## config.mk

```make
export PLATFORM = sky130hd
export DESIGN_NAME = spi_slave_byte_rx
export DESIGN_NICKNAME = d
export VERILOG_FILES = /design/src/rtl/spi_pkg.sv /design/src/rtl/sync_edge_det.sv /design/src/rtl/spi_slave_byte_rx.sv
export SDC_FILE = /design/constraint.sdc
export NUM_CORES = 1
export LEC_CHECK = 0
export BUFFER_PORTS_ARGS = -buffer_cell sky130_fd_sc_hd__buf_2
export CELL_PAD_IN_SITES_DETAIL_PLACEMENT = 1
export CELL_PAD_IN_SITES_GLOBAL_PLACEMENT = 2
export CORE_ASPECT_RATIO = 0.7
export CORE_MARGIN = 3
export CORE_UTILIZATION = 38
export CTS_CLUSTER_DIAMETER = 120
export DETAILED_ROUTE_END_ITERATION = 16
export PLACE_DENSITY = 0.77
export SYNTH_ARGS = -nofsm -noshare
export SYNTH_HDL_FRONTEND = slang
export SYNTH_HIERARCHICAL = 1
export SYNTH_SLANG_ARGS = --single-unit
```

## constraint.sdc

```tcl
create_clock -name clk -period 3.3 [get_ports clk]
set_input_delay 0.165 -clock clk [delete_from_list [all_inputs] [get_ports clk]]
set_output_delay 0.165 -clock clk [all_outputs]
set_load 0.01 [all_outputs]
```

## src/rtl/spi_pkg.sv

```systemverilog
`default_nettype none
// ============================================================================
//  Module   : spi_pkg
//  Brief    : Shared constants and types for the SPI mode-0 byte receiver.
//  Revision : 1.0 - initial release
// ============================================================================
package spi_pkg;

  // Default SPI word width; the display path downstream assumes 8 bits
  localparam int SPI_DATA_W = 8;

  // Width of the bit counter for the default word width
  localparam int SPI_CNT_W = $clog2(SPI_DATA_W);

  // Receiver state: waiting for chip select, or shifting bits
  typedef enum logic [0:0] {
    IDLE  = 1'b0,
    SHIFT = 1'b1
  } state_e;

endpackage
`default_nettype wire

```

## src/rtl/sync_edge_det.sv

```systemverilog
`default_nettype none
// ============================================================================
//  Module   : sync_edge_det
//  Brief    : Multi-flop synchronizer for an asynchronous input with
//             registered rising/falling edge pulses in the clk domain.
//  Revision : 1.0 - initial release
// ============================================================================
module sync_edge_det #(
  parameter int SYNC_STAGES = 2,
  parameter bit RST_VAL     = 1'b0
) (
  input  logic clk,
  input  logic rst,
  input  logic async_in,
  output logic level_s,
  output logic rise,
  output logic fall
);

  logic [SYNC_STAGES-1:0] sync_q;
  logic                   prev_q;
  logic                   rise_q;
  logic                   fall_q;

  // Synchronize the input, keep a delayed copy, and register the edge pulses.
  // Resetting the chain and the delayed copy to the same value means no edge
  // is reported at reset exit unless the pin really differs from RST_VAL.
  always_ff @(posedge clk) begin
    if (rst) begin
      sync_q <= {SYNC_STAGES{RST_VAL}};
      prev_q <= RST_VAL;
      rise_q <= 1'b0;
      fall_q <= 1'b0;
    end else begin
      sync_q <= {sync_q[SYNC_STAGES-2:0], async_in};
      prev_q <= sync_q[SYNC_STAGES-1];
      rise_q <= sync_q[SYNC_STAGES-1] & ~prev_q;
      fall_q <= ~sync_q[SYNC_STAGES-1] & prev_q;
    end
  end

  assign level_s = sync_q[SYNC_STAGES-1];
  assign rise    = rise_q;
  assign fall    = fall_q;

endmodule
`default_nettype wire

```

## src/rtl/spi_slave_byte_rx.sv

```systemverilog
`default_nettype none
// ============================================================================
//  Module   : spi_slave_byte_rx
//  Brief    : SPI mode-0 slave. Assembles MSB-first words, holds the last
//             complete word, and echoes the previous word on miso.
//  Revision : 1.0 - initial release
// ============================================================================
module spi_slave_byte_rx
  import spi_pkg::*;
#(
  parameter int DATA_W      = SPI_DATA_W,
  parameter int SYNC_STAGES = 2
) (
  input  logic              clk,
  input  logic              rst,
  input  logic              sclk,
  input  logic              cs_n,
  input  logic              mosi,
  output logic              miso,
  output logic [DATA_W-1:0] data_out,
  output logic              rx_valid,
  output logic              frame_err
);

  localparam int               CNT_W    = (DATA_W > 1) ? $clog2(DATA_W) : 1;
  localparam logic [CNT_W-1:0] LAST_BIT = CNT_W'(DATA_W - 1);

  // Synchronized SPI pins
  logic sclk_rise;
  logic sclk_fall;
  logic sclk_level_unused;
  logic cs_rise;
  logic cs_fall;
  logic cs_level_unused;
  logic [SYNC_STAGES-1:0] mosi_sync_q;
  logic mosi_s;

  // Receiver state
  state_e            state_q;
  logic [CNT_W-1:0]  bit_cnt_q;
  logic [CNT_W-1:0]  bit_cnt_d;
  logic [DATA_W-1:0] shift_rx_q;
  logic [DATA_W-1:0] shift_rx_d;
  logic [DATA_W-1:0] tx_hold_q;
  logic [DATA_W-1:0] tx_shift_q;
  logic [DATA_W-1:0] data_out_q;
  logic              rx_valid_q;
  logic              frame_err_q;
  logic              miso_q;
  logic              last_bit;
  logic              byte_done;

  sync_edge_det #(
    .SYNC_STAGES (SYNC_STAGES),
    .RST_VAL     (1'b0)
  ) u_sclk_sync (
    .clk      (clk),
    .rst      (rst),
    .async_in (sclk),
    .level_s  (sclk_level_unused),
    .rise     (sclk_rise),
    .fall     (sclk_fall)
  );

  // cs_n chain resets low so a chip select still held low through reset is
  // not mistaken for a new frame start.
  sync_edge_det #(
    .SYNC_STAGES (SYNC_STAGES),
    .RST_VAL     (1'b0)
  ) u_cs_sync (
    .clk      (clk),
    .rst      (rst),
    .async_in (cs_n),
    .level_s  (cs_level_unused),
    .rise     (cs_rise),
    .fall     (cs_fall)
  );

  // Bring mosi into the clk domain through a chain as deep as the sclk one
  always_ff @(posedge clk) begin
    if (rst) begin
      mosi_sync_q <= '0;
    end else begin
      mosi_sync_q <= {mosi_sync_q[SYNC_STAGES-2:0], mosi};
    end
  end

  assign mosi_s = mosi_sync_q[SYNC_STAGES-1];

  // Next-state values for the receive shifter and bit counter
  always_comb begin
    last_bit   = (bit_cnt_q == LAST_BIT);
    byte_done  = sclk_rise & last_bit;
    shift_rx_d = {shift_rx_q[DATA_W-2:0], mosi_s};
    bit_cnt_d  = last_bit ? '0 : bit_cnt_q + 1'b1;
  end

  // Frame FSM: sample on sclk rise, drive miso on sclk fall, close on cs_n rise
  always_ff @(posedge clk) begin
    if (rst) begin
      state_q     <= IDLE;
      bit_cnt_q   <= '0;
      shift_rx_q  <= '0;
      tx_hold_q   <= '0;
      tx_shift_q  <= '0;
      data_out_q  <= '0;
      rx_valid_q  <= 1'b0;
      frame_err_q <= 1'b0;
      miso_q      <= 1'b0;
    end else begin
      rx_valid_q  <= 1'b0;
      frame_err_q <= 1'b0;
      case (state_q)
        IDLE: begin
          miso_q <= 1'b0;
          if (cs_fall) begin
            state_q    <= SHIFT;
            bit_cnt_q  <= '0;
            tx_shift_q <= tx_hold_q;
            miso_q     <= tx_hold_q[DATA_W-1];
          end
        end
        SHIFT: begin
          if (sclk_rise) begin
            shift_rx_q <= shift_rx_d;
            bit_cnt_q  <= bit_cnt_d;
          end
          if (byte_done) begin
            // Word complete: publish it and queue it as the next echo word
            data_out_q <= shift_rx_d;
            rx_valid_q <= 1'b1;
            tx_hold_q  <= shift_rx_d;
            tx_shift_q <= shift_rx_d;
          end else if (sclk_fall) begin
            // A fall with the counter at zero follows a word boundary: the
            // freshly loaded word's MSB goes out unshifted.
            if (bit_cnt_q == '0) begin
              miso_q <= tx_shift_q[DATA_W-1];
            end else begin
              tx_shift_q <= tx_shift_q << 1;
              miso_q     <= tx_shift_q[DATA_W-2];
            end
          end
          if (cs_rise) begin
            state_q     <= IDLE;
            bit_cnt_q   <= '0;
            miso_q      <= 1'b0;
            // A word completing on this same clk is accepted, not an error
            frame_err_q <= sclk_rise ? ~last_bit : (bit_cnt_q != '0);
          end
        end
        default: begin
          state_q <= IDLE;
          miso_q  <= 1'b0;
        end
      endcase
    end
  end

  assign miso      = miso_q;
  assign data_out  = data_out_q;
  assign rx_valid  = rx_valid_q;
  assign frame_err = frame_err_q;

endmodule
`default_nettype wire
```

# Yosys cells after proc, flatten, opt, wreduce, memory -nomap -nowiden
# Index checks and enable logic that the tools add are counted.
# classes
muxes	21
n_bitwise	12
n_eq_ne	7
add_sub_neg	1
reduce_logical	9
# ops
cell	count
$mux 8	4
$pmux 8 s2	1
$mux 3	4
$mux 1	9
$ne 3x1->1 const B	3
$reduce_and 2->1	4
$not 1->1	7
$pmux 3 s2	1
$and 1x1->1	5
$pmux 1 s2	2
$add 3x1->3 const B	1
$eq 3x3->1 const B	1
$logic_not 3->1	1
$ne 3x2->1 const B	1
$ne 3x3->1 const B	1
$reduce_and 3->1	1
$reduce_bool 3->1	1
$reduce_or 3->1	1
$ne 2x1->1 const B	1
$reduce_or 2->1	1
# word_totals
wordCells	67
inputBits	5
output_inout_bits	11
ff_bits	42

# Longest topological paths before layout
# logic_depth
depth_word	6
mapped_depth	7
ltp_nobuf	6

# Hierarchy
# Netlist, hierarchy kept.
# modules_own_cells
mod	seq_area_each_um2	instances	cells_each	area_each_um2
spi_slave_byte_rx	640.6	1	158	1360.1
sync_edge_det	100.1	2	10	133.9

# Worst setup path before layout
# Ideal clock, no wire load.
# synth_timing
kind	register to register
startpoint	register bit_cnt_q[0]
endpoint	register tx_shift_q[4]
synth_period_minus_slack_ns	1.634
setup_slack_ns	1.666
path_buffers	1
path_stages_with_launch	8
arrival_ns	1.517
setup_ns	0.117
cell_sequence	dfxtp_1 ha_1 ha_1 nand2_1 a2bb2oi_2 nor2b_4 buf_6 a22o_1
# synth_via
elab_chain_cells	4
# synth_lines
item	line	source
start, declared	spi_slave_byte_rx.sv:40	logic [CNT_W-1:0] bit_cnt_q;
start signal, assigned	spi_slave_byte_rx.sv:126	bit_cnt_q <= bit_cnt_d;
$eq 3x3->1	spi_slave_byte_rx.sv:92	last_bit = (bit_cnt_q == LAST_BIT);
$and 1x1->1	spi_slave_byte_rx.sv:93	byte_done = sclk_rise & last_bit;
$ne 3x1->1 (no line), or another cell as far along	-	
$reduce_and 3->1 (no line) / $pmux 8 s2 (equally long branches)	-	
end signal, assigned	spi_slave_byte_rx.sv:119	tx_shift_q <= tx_hold_q;
end signal, assigned	spi_slave_byte_rx.sv:133	tx_shift_q <= shift_rx_d;
end signal, assigned	spi_slave_byte_rx.sv:140	tx_shift_q <= tx_shift_q << 1;
end, declared	spi_slave_byte_rx.sv:45	logic [DATA_W-1:0] tx_shift_q;
# Several ways; a longest one is shown, not always the timed one.
# A chain may end at the register's enable or synchronous reset.

# Worst setup path after layout
# layout_timing
startpoint	register bit_cnt_q[0]
endpoint	register tx_shift_q[7]
# The elaborated chain is that of the path after synthesis.

==> flow_summary.yaml <==
worst_setup_path:
  r2r_slack_ns: 1.31
  max_stage_delay_ns: 0.39
  crit_path_end_kind: "register"
  crit_top_cell: "ha_1"
  path_class: "reg -> reg"
  arrival_ns: 2.18
  r2r_cells: 6
  cp-start-kind: "register"
  cp_cell_sequence: "ha_1, ha_1, nand2_1, a2bb2oi_2, a21oi_2, a22o_1"
  crit_path_top_delay_cell: "dfxtp_1"
  r2r_end: "tx_shift_q[7]$_SDFFE_PP0P_"
  path_delay_family: "compound AO/OA/AOI/OAI gates"
  crit_buf_inv: 0
  rr_startpoint: "bit_cnt_q[0]$_SDFFE_PP0P_"
  critPathMaxFanout: 10
  required_ns: 3.48
clock_network:
  cts_setup_buffers: 0
  cts-root-buf: "clkbuf_8"
  clock-sinks: 42
  clk_path_buf_depth: 2
  clkTransAtPathRegs_ns: 0.08
  cts_tree: "done"
  holdBufCountCts: 0
  post_cts_resized: 0
  htree_levels: 2
  cts_buffers: 5
  clock_latency_ns: 0.29
synth:
  synthTopCellsByCount: "dfxtp_1, nand2_1, a21oi_1, nand3_1, nor2b_1"
  synthDistinctLibCells: 31
  async_flop_share_pct: 0
  synth-seq-cells: 42
  synth_nets: 187
  yosysMostFrequentCell: "dfxtp_1"
  ys_seq_area_share_pct: 51.7
  synth.area.top_cells: "dfxtp_1, nand2_1, a21oi_1, nand3_1, a22o_1"
  post_synth.cell_area_avg_um2: 9.15
  synth_ff_type: "dfxtp_1"
  syn_area_um2: 1630
  ys_warn_count: 6
  synth_top_cell_area_share_pct: 51.7
  synth_edf_count: 0
  yosysTopAreaCell: "dfxtp_1"
  synthCells: 178
place:
  gp_congestion: 0.750
  hpwl_um: 2730
  dpl_cell_area_um2: 1720
  port_buffers: 15
grt:
  antenna_found_initial: 0
  grt_use_total_pct: 16.0
  first_global_vias: 1270
  grt_pass1_wl_um: 6310
  globalRouteOverflowTotal: 0
  grt_start_max_net_pins: 38
detailed_routing:
  drtIter0Drc: 78
  ant_nets: 0
  viasPerCell: 5.39
  vias: 1310
  routed_wl_um: 3830
  drc: 0
  drt_first_pass_iters: 4
  wire_per_inst_um: 15.8
sta:
  max-slew-margin-rel_pct: 40.6
  slew_viol_final: 0
  finalHoldViolCount: 0
  finClkSkew_ns: 0.00569
  tightestPinTransition_ns: 0.889
  setup_viol: 0
  fin_crit_ns: 1.99
  min_period_over_period_pct: 60.4
  max_freq_ghz: 0.502
  rsz0062_at_grt: "false"
  tns_ns: 0
floorplanning:
  core_region_area_um2: 4020
  die_h_um: 60.8
  dieArea_um2: 5120
  num_rows: 19
  start_util_pct: 40.5
  ios: 16
  die_w_um: 84.2
worst_hold_path:
  min_path_type: "in -> reg"
  min_from: "cs_n"
  min_path_cells: 2
  min_to: "u_cs_sync/sync_q[0]$_SDFF_PP0_"
layout:
  design_area_um2: 1830
  fill_cells: 479
  n_antenna_cell: 0
  drive_above_1_share_pct: 14.7
  area_growth_pct: 12.3
  nNetsFinal: 199
run_status:
  outcome: "finished, final reports clean"
power_and_ir_drop:
  vdd_drop_max_mv: 0.307
  power.leakage_uw: 0.000689
  power_density_nw_per_um2: 524
run:
  cap_violations: 0
==> area by class of cell <==
cell class	count	area, µm²	share of cell area, %
multi-input combinational	123	723	39.6
timing repair buffer	15	75.1	4.11
clock buffer	5	68.8	3.76
tap	52	65.1	3.56
clock inverter	3	43.8	2.40
sequential	42	841	46.0
inverter	3	11.3	0.616
==> registers in the layout (all words and copies together) (netlist names) <==
name	cells
state_q	1
data_out	8
mosi_sync_q	2
u_cs_sync/fall	1
u_cs_sync/prev_q	1
tx_shift_q	8
frame_err	1
miso	1
u_sclk_sync/fall	1
shift_rx_q	7
bit_cnt_q	3
u_cs_sync/sync_q	2
rx_valid	1
u_sclk_sync/sync_q	2
u_cs_sync/rise	1
u_sclk_sync/rise	1
u_sclk_sync/prev_q	1
==> placed cells by master (no fill, tap or decap), types with 2 or more instances in the layout <==
master    netlist  final
o211ai_1        6      6
buf_2           3     15
a22oi_1         2      2
nor2b_1         9      9
nand3_1        17     17
nor3b_1         5      5
inv_1           3      3
a22o_1          7      7
dfxtp_1        42     42
clkbuf_8        0      5
ha_1            4      4
nand2_1        33     33
a21oi_1        18     18
a211oi_1        2      2
nor2_1          5      5
nand2b_1        2      2
==> how the worst max path moves through the flow <==
| stage | cells after the start | slack, ns | end | startpoint |
|---|---|---|---|---|
| global placement | 6 | 1.42 | tx_shift_q[6]$_SDFFE_PP0P_ | bit_cnt_q[0]$_SDFFE_PP0P_ |
| floorplan | 7 | 1.67 | tx_shift_q[4]$_SDFFE_PP0P_ | bit_cnt_q[0]$_SDFFE_PP0P_ |
| detailed placement | 4 | 1.35 | tx_shift_q[7]$_SDFFE_PP0P_ | state_q$_SDFF_PP0_ |
| CTS | 6 | 1.33 | tx_shift_q[7]$_SDFFE_PP0P_ | bit_cnt_q[0]$_SDFFE_PP0P_ |
| finish | 6 | 1.31 | tx_shift_q[7]$_SDFFE_PP0P_ | bit_cnt_q[0]$_SDFFE_PP0P_ |
| global route | 6 | 1.17 | tx_shift_q[7]$_SDFFE_PP0P_ | bit_cnt_q[0]$_SDFFE_PP0P_ |
==> metal layers <==
metal,global-route usage (%),vias up,share of wire [%]
met5,0,-,0
met4,2.75,0,0.18
met3,5.29,2,7.2
met2,25.2,35,45
met1,21.9,630,48
li1,-,643,-
==> power breakdown <==
part	internal [µW]	total, µW	switching (µW)
clock	227	415	188
combinational	8.84	24.0	15.1
sequential	512	518	6.14
==> cells by family (layout without fill, tap and decap cells) <==
family / after synthesis / after routing / share of synthesized area (%)
DFF: 42 / 42 / 51.7
muxes: 1 / 1 / 0.615
AOI/OAI and AO/OA: 40 / 40 / 16.8
and+or+nand+nor: 78 / 78 / 23.9
buffers and inverters: 13 / 26 / 3.92
adders and majority gates: 4 / 4 / 3.07
==> per-stage QoR <==
stage	utilization (%)	worst slack, ns	power (µW)	instances	hold slack, ns
CTS	45.5	1.33	966	243	0.0703
global route	45.5	1.17	997	243	0.0645
finish	45.5	1.31	958	243	0.0774
global placement	42.7	1.42	553	235	0.376
floorplan	-	1.67	548	178	0.237
detailed placement	42.7	1.35	555	235	0.381
Power figures use the tool's default switching activity.
